File: config.mk
export PLATFORM = sky130hd
export DESIGN_NAME = bank_burst_reader
export DESIGN_NICKNAME = d
export VERILOG_FILES = /design/src/rtl/bank_burst_reader.sv
export SDC_FILE = /design/constraint.sdc
export NUM_CORES = 1
export LEC_CHECK = 0
export ABC_AREA = 1
export CORE_MARGIN = 1.5
export CORE_UTILIZATION = 46
export DETAILED_ROUTE_END_ITERATION = 8
export PLACE_DENSITY = 0.74
export SYNTH_ARGS = -nofsm -noshare
export SYNTH_HDL_FRONTEND = slang
export SYNTH_SLANG_ARGS = --single-unit
File: constraint.sdc
create_clock -name Clk -period 1.8 [get_ports Clk]
set_clock_uncertainty 0.2 [all_clocks]
set_input_delay 0.36 -clock Clk [delete_from_list [all_inputs] [get_ports Clk]]
set_output_delay 0.36 -clock Clk [all_outputs]
set_load 0.02 [all_outputs]
File: src/rtl/bank_burst_reader.sv
// Burst read engine for one 8-bit data memory bank: issues one byte read per
// cycle and streams the bytes out little-endian packed into 32-bit words.
module bank_burst_reader #(
  parameter int ADDR_W = 8,
  parameter int LEN_W  = 9
) (
  input  logic              Clk,
  input  logic              Reset,
  input  logic              Start,
  input  logic [ADDR_W-1:0] StartAddr,
  input  logic [LEN_W-1:0]  Length,
  output logic              Busy,
  output logic              Done,
  output logic [ADDR_W-1:0] BankAddress,
  output logic              BankMemRead,
  output logic              BankMemWrite,
  input  logic [7:0]        BankReadData,
  output logic [31:0]       OutData,
  output logic [3:0]        OutByteEn,
  output logic              OutLast,
  output logic              OutValid,
  input  logic              OutReady
);

  typedef enum logic [1:0] {S_IDLE, S_READ, S_DRAIN, S_DONE} state_t;

  localparam logic [LEN_W-1:0]  MAX_LEN  = LEN_W'(1 << ADDR_W);
  localparam logic [LEN_W-1:0]  LEN_ONE  = LEN_W'(1);
  localparam logic [ADDR_W-1:0] ADDR_ONE = ADDR_W'(1);

  state_t            state_q, state_d;
  logic [ADDR_W-1:0] addr_q, addr_d;
  logic [1:0]        lane_q, lane_d;
  logic [LEN_W-1:0]  cnt_q, cnt_d;
  logic [31:0]       pack_q, pack_d;
  logic [31:0]       out_data_q, out_data_d;
  logic [3:0]        out_be_q, out_be_d;
  logic              out_last_q, out_last_d;
  logic              out_valid_q, out_valid_d;

  logic [LEN_W-1:0]  len_sat;
  logic              last_byte, completes, slot_free, accept, capture;
  logic [31:0]       word_new;
  logic [3:0]        be_new;

  assign len_sat   = (Length > MAX_LEN) ? MAX_LEN : Length;
  assign last_byte = (cnt_q == LEN_ONE);
  assign completes = (lane_q == 2'd3) || last_byte;
  assign slot_free = !out_valid_q || OutReady;
  assign accept    = out_valid_q && OutReady;

  // Pack register with the incoming byte dropped into the current lane; lanes
  // above it are still zero because the pack register clears on every load.
  always_comb begin
    word_new = pack_q;
    word_new[{lane_q, 3'b000} +: 8] = BankReadData;
    case (lane_q)
      2'd0:    be_new = 4'b0001;
      2'd1:    be_new = 4'b0011;
      2'd2:    be_new = 4'b0111;
      default: be_new = 4'b1111;
    endcase
  end

  always_comb begin
    // NOTE: every variable gets a default before the case so no path leaves
    // it unassigned, which would otherwise infer a latch.
    state_d     = state_q;
    addr_d      = addr_q;
    lane_d      = lane_q;
    cnt_d       = cnt_q;
    pack_d      = pack_q;
    out_data_d  = out_data_q;
    out_be_d    = out_be_q;
    out_last_d  = out_last_q;
    out_valid_d = out_valid_q;
    capture     = 1'b0;

    if (accept) out_valid_d = 1'b0;

    case (state_q)
      S_IDLE: begin
        if (Start) begin
          addr_d  = StartAddr;
          cnt_d   = len_sat;
          lane_d  = 2'd0;
          pack_d  = '0;
          state_d = (len_sat == '0) ? S_DONE : S_READ;
        end
      end
      S_READ: begin
        // A byte that closes a word may only be taken when the output slot frees.
        capture = !completes || slot_free;
        if (capture) begin
          addr_d = addr_q + ADDR_ONE;
          lane_d = lane_q + 2'd1;
          cnt_d  = cnt_q - LEN_ONE;
          if (completes) begin
            out_data_d  = word_new;
            out_be_d    = be_new;
            out_last_d  = last_byte;
            out_valid_d = 1'b1;
            pack_d      = '0;
            if (last_byte) state_d = S_DRAIN;
          end else begin
            pack_d = word_new;
          end
        end
      end
      S_DRAIN: begin
        if (accept) state_d = S_DONE;
      end
      S_DONE:  state_d = S_IDLE;
      default: state_d = S_IDLE;
    endcase
  end

  always_ff @(posedge Clk or negedge Reset) begin
    if (!Reset) begin
      state_q     <= S_IDLE;
      addr_q      <= '0;
      lane_q      <= '0;
      cnt_q       <= '0;
      pack_q      <= '0;
      out_data_q  <= '0;
      out_be_q    <= '0;
      out_last_q  <= 1'b0;
      out_valid_q <= 1'b0;
    end else begin
      // NOTE: non-blocking assignments so every register samples the values
      // from before this edge, independent of statement order.
      state_q     <= state_d;
      addr_q      <= addr_d;
      lane_q      <= lane_d;
      cnt_q       <= cnt_d;
      pack_q      <= pack_d;
      out_data_q  <= out_data_d;
      out_be_q    <= out_be_d;
      out_last_q  <= out_last_d;
      out_valid_q <= out_valid_d;
    end
  end

  assign Busy         = (state_q == S_READ) || (state_q == S_DRAIN);
  assign Done         = (state_q == S_DONE);
  assign BankAddress  = addr_q;
  assign BankMemRead  = capture;
  assign BankMemWrite = 1'b0;
  assign OutData      = out_data_q;
  assign OutByteEn    = out_be_q;
  assign OutLast      = out_last_q;
  assign OutValid     = out_valid_q;

endmodule
-- Yosys cells after proc, flatten, opt, wreduce, memory -nomap -nowiden
Cells that the tools add are included.
- register bits: 91
- input port bits: 29
- output and inout port bits: 50
- word-level logic and storage cells: 70
- add/sub/neg operators: 4
- $lt $le $gt $ge: 1
- equal/unequal tests: 12
- shifts and indexed selects: 2
- multiplexer cells: 28
- reduce and logical (&&, ||, !) cells: 14
- operator list (operator ; number):
    two-way mux 32 bit ; 3
    one-hot mux 32 bit (2 select lines) ; 1
    bitwise mux 32 bit ; 1
    variable shift 8 x 7 -> 32 bit (first input constant) ; 1
    variable part select 8 x 7 -> 32 bit ; 1
    two-way mux 9 bit ; 3
    one-hot mux 9 bit (2 select lines) ; 1
    two-way mux 2 bit ; 8
    two-way mux 8 bit ; 2
    one-hot mux 8 bit (2 select lines) ; 1
    one-hot mux 4 bit (3 select lines) ; 1
    inequality test 2 bit (second input constant) ; 5
    == test 9 x 1 -> 1 bit (second input constant) ; 1
    > comparator 9 bit (second input constant) ; 1
    zero test 9 bit ; 1
    subtractor 9 x 1 -> 9 bit (second input constant) ; 1
    adder 8 x 1 -> 8 bit (second input constant) ; 1
    == test 2 bit (second input constant) ; 4
    one-hot mux 2 bit (4 select lines) ; 1
    negation 5 -> 7 bit ; 1
    AND reduction 3 bit ; 2
    two-way mux 1 bit ; 5
    AND reduction 5 bit ; 1
    == test 2 x 1 -> 1 bit (second input constant) ; 2
    7 further kinds ; 12

-- Longest topological paths before layout
- depth after elaboration: 6
- depth in mapped cells: 10

-- Worst setup path before layout
Ideal clock, no wire load.
- kind: register to output
- start point: register state_q[1]
- end point: output port BankMemRead
- data arrival time: 1.742 ns
- data required time: 1.240 ns
- setup slack: -0.502 ns
- stages on the path, launching flop included: 7
- buffers on the path: 2
- cells stage by stage: dfrtp_1 > inv_1 > ha_1 > buf_2 > clkinv_1 > clkbuf_1 > o21ai_0
- word-level cells in the longest chain between the ends: 2
- ends and longest elaborated chain (element ; line ; text):
    start: declaration ; 31 ; state_t state_q, state_d;
    start signal: assignment ; 132 ; state_q <= state_d;
    == test 2 x 1 -> 1 bit ; 81 ; case (state_q)
    two-way mux 1 bit ; 81 ;
    end: declaration ; 15 ; output logic BankMemRead,
Every way passes these cells.

-- Worst setup path after layout
- start point: register lane_q[1]
- end point: register pack_q[13]
- word-level cells in the longest chain between the ends: 6
- elaborated cells between the ends (all ways): 13
- those cells by class: add/sub: 1; eq/ne: 2; shift: 2; mux: 4; reduce/logical: 4
- ends and longest elaborated chain (element ; line ; text):
    start: declaration ; 33 ; logic [1:0] lane_q, lane_d;
    start signal: assignment ; 134 ; lane_q <= lane_d;
    negation 5 -> 7 bit or == test 2 bit (tied branches) ; 56, 48 ;
    variable part select 8 x 7 -> 32 bit (tied with other cells) ; 56 ; word_new[{lane_q, 3'b000} +: 8] = BankReadData;
    bitwise mux 32 bit or zero test 1 bit (tied branches) ; 56, 93 ;
    two-way mux 32 bit or logical OR 1 bit (tied branches) ; 98, 93 ;
    two-way mux 32 bit or inequality test 2 bit (tied branches) ; - ;
    one-hot mux 32 bit (2 select lines) or AND reduction 3 bit (tied branches) ; - ;
    end signal: assignment ; 136 ; pack_q <= pack_d;
    end: declaration ; 35 ; logic [31:0] pack_q, pack_d;
Parallel ways exist; a longest one is shown, timed or not. The select of a mux whose other input is x is not followed.
A chain may end at the register's enable or synchronous reset.

==> impl_metrics.tcl <==
set metrics [dict create \
    timing.final.ws_setup_ns -0.439 \
    timing.max_cap.violations 0 \
    dp_worst_setup_slack_ns -0.432 \
    wl_um 20500 \
    flops_latches_synth 91 \
    dieWidth_um 107 \
    dp.final_hpwl_um 9420 \
    cts.htree.levels 3 \
    fin_crit_ns 2.24 \
    syn_avg_cell_area_sq_um 7.63 \
    routed_wire_length_per_instance_um 21.4 \
    achievable-frequency_ghz 0.447 \
    largest_area_contributor_in_the_synthesized_netlist "dfrtp_1" \
    grt_start_max_net_pins 40 \
    clock_transition_time_at_the_flip_flop_clock_pins_of_the_worst_setup_and_hold_paths_ns 0.12 \
    grt.overflow.total 0 \
    crit_fanout 8 \
    finish.net_count 858 \
    timing.final.setup_violations 93 \
    synth.top_cell.area_share 0.456 \
    ir_drop_mv 1.03 \
    outcome "finished with violations" \
    diodes 0 \
    grt_pass1_vias 5695 \
    worstReg2RegEnd "pack_q[13]" \
    synthArstFlopShare 1.00 \
    routed_via_count 5949 \
    path_class "flop to flop" \
    tritoncts_clock_tree "yes" \
    yosysMostFrequentCell "nand2_1" \
    syn2layout_area_growth_pct 63.4 \
    synthDistinctLibCells 30 \
    clockRootBuffer "clkbuf_8" \
    finish.cell_count_without_fillers 955 \
    drt_drc_violations_left 0 \
    finalCritPeriodShare 1.24 \
    violations "setup timing" \
    synth.yosys.seq_area_share 0.456 \
    max-clock-path-buffers 2 \
    tritoncts.num_buffers 9 \
    tritoncts_num_sinks 91 \
    netlist_area_sq_mm 0.00499 \
    grt_first_pass_wirelength_um 29700 \
    synth-warning-count 0 \
    yosys_most_used_dff "dfrtp_1" \
    design.die.area_sq_mm 0.0115 \
    row_count 37 \
    total_power_mw 12.4 \
    numPlacedInstances 893 \
    drt_iter0_drc 500 \
    number_of_antenna_violations_at_the_first_check_in_global_routing 0 \
    cp.required_ns 1.93 \
    hold_viol 0 \
    leakagePower_nw 4.09 \
    floorplan.core_area_sq_mm 0.0104 \
    clock_insertion_delay_worst_skew_ns 0.39 \
    yosys-top-cells-count "nand2_1, dfrtp_1, nor2_1" \
    antenna_violating_nets_post_route 0 \
    depth_of_the_most_critical_reg_to_reg_path 10 \
    r2r_start "lane_q[1]" \
    unrepaired_setup_endpoints_after_global_routing "yes" \
    die_y_um 107 \
    power.density_mw_per_mm2 1520 \
    synthCells 655 \
    final_layout_size_suffix_gt1_frac 0.404 \
    num_io_pins 79 \
    synth.net_count 699 \
    start_kind "flop" \
    buffer_ports.inserted 77 \
    edff_count_synth 0 \
    start_util 0.480 \
    critical_path.endpoint_type "flop" \
    routed_via_density 6.23 \
    ys_top_cells_by_area "dfrtp_1, nand2_1, nand4_1" \
    gp_congestion 0.871 \
    drt-pass1-iter-count 7 \
    overall_track_demand_over_capacity_in_global_routing 0.337 \
    final_max_slew_viols 0 \
    holdCritPathClass "primary input to async pin" \
    regToRegSetupSlack_ns -0.44 \
    worstPathArrival_ns 2.37 \
]
[state kept, by name, indices dropped and copies added, names as in the netlist]
name and count:
BankAddress 8, OutByteEn 4, OutData 32, OutLast 1, OutValid 1, cnt_q 9, lane_q 2, pack_q 32
state_q 2
[layout make-up]
class | instances | area, sq um
fillers | 599 | 2260
repair buffers | 183 | 2080
clock buffers | 9 | 124
inverters | 47 | 183
well taps | 136 | 170
flip-flops and latches | 91 | 2280
multi-input cells | 482 | 3250
clock inverters | 7 | 65.1
[cell usage in the layout (no fill, tap or decap), drive strengths merged, types with 3 or more instances in the layout]
| master | n |
|---|---|
| nor2 | 62 |
| dlygate4sd2 | 44 |
| o21ai | 55 |
| dfrtp | 91 |
| a22oi | 16 |
| clkinv | 3 |
| clkbuf | 11 |
| nand2 | 221 |
| nor3 | 8 |
| inv | 50 |
| clkdlybuf4s50 | 27 |
| buf | 107 |
| a21oi | 11 |
| ha | 15 |
| nand3 | 29 |
| nand4 | 55 |
[layer usage]
metal	part of all wire	track usage	up-vias	wire length (um)
met4	0.072	0.180	0	1480
met3	0.10	0.0663	164	2120
li1	-	-	2498	-
met5	0	0	-	0
met2	0.47	0.565	510	9650
met1	0.35	0.407	2777	7230
[how the worst max path moves through the flow]
| stage | cells past startpoint | start | slack, ns | to |
|---|---|---|---|---|
| global route | 11 | cnt_q[1] | -0.46 | OutLast |
| global placement | 4 | OutReady | -0.42 | BankMemRead |
| CTS | 7 | cnt_q[1] | -0.26 | BankMemRead |
| detailed placement | 4 | OutReady | -0.43 | BankMemRead |
| finish | 10 | lane_q[1] | -0.44 | pack_q[13] |
| floorplan | 6 | state_q[1] | -0.02 | BankMemRead |
[logic make-up (layout without fill, tap and decap cells)]
family | after synthesis | after routing | share of synthesized area
flops | 91 | 91 | 0.456
fa+ha+maj | 15 | 15 | 0.0376
compound gates | 86 | 86 | 0.0959
other cells | 1 | 1 | 0.000751
xor+xnor | 3 | 3 | 0.00526
buf+inv | 84 | 246 | 0.0746
simple gates | 375 | 377 | 0.330
[critical path, cell delays in order (launching register included)]
cell	delay (ns)
dfrtp_2	0.42
buf_6	0.14
inv_2	0.07
ha_2	0.19
inv_2	0.13
nand2_1	0.12
nor2_1	0.26
a22oi_1	0.20
nor2_1	0.20
nand4_1	0.15
nand2_2	0.10
[stage by stage]
step	hold WS, ns	util	cell area (sq um)	setup TNS, ns
6_report	0.227	0.783	8160	-26.43
5_1_grt	0.251	0.783	8160	-34.31
3_3_place_gp	0.108	0.612	6370	-17.81
3_5_place_dp	0.113	0.612	6370	-21.15
2_1_floorplan	-0.136	-	5070	-0.0151
4_1_cts	0.251	0.743	7740	-16.83
[power by group]
| group | internal (mW) | switching, mW |
|---|---|---|
| Sequential | 2.48 | 0.485 |
| Clock | 0.540 | 0.886 |
| Combinational | 3.41 | 4.59 |
| Total | 6.43 | 5.96 |
[repair_timing]
item                       4_1_cts  5_1_grt
hold endpoints to repair        26        0
gates cloned                    20        2
hold buffers                     1        0
buffers inserted                32        6
pin swaps                       58       35
setup endpoints to repair      139       98
gates resized for setup        242      165
No activity file was read; power rests on OpenSTA's default activity.
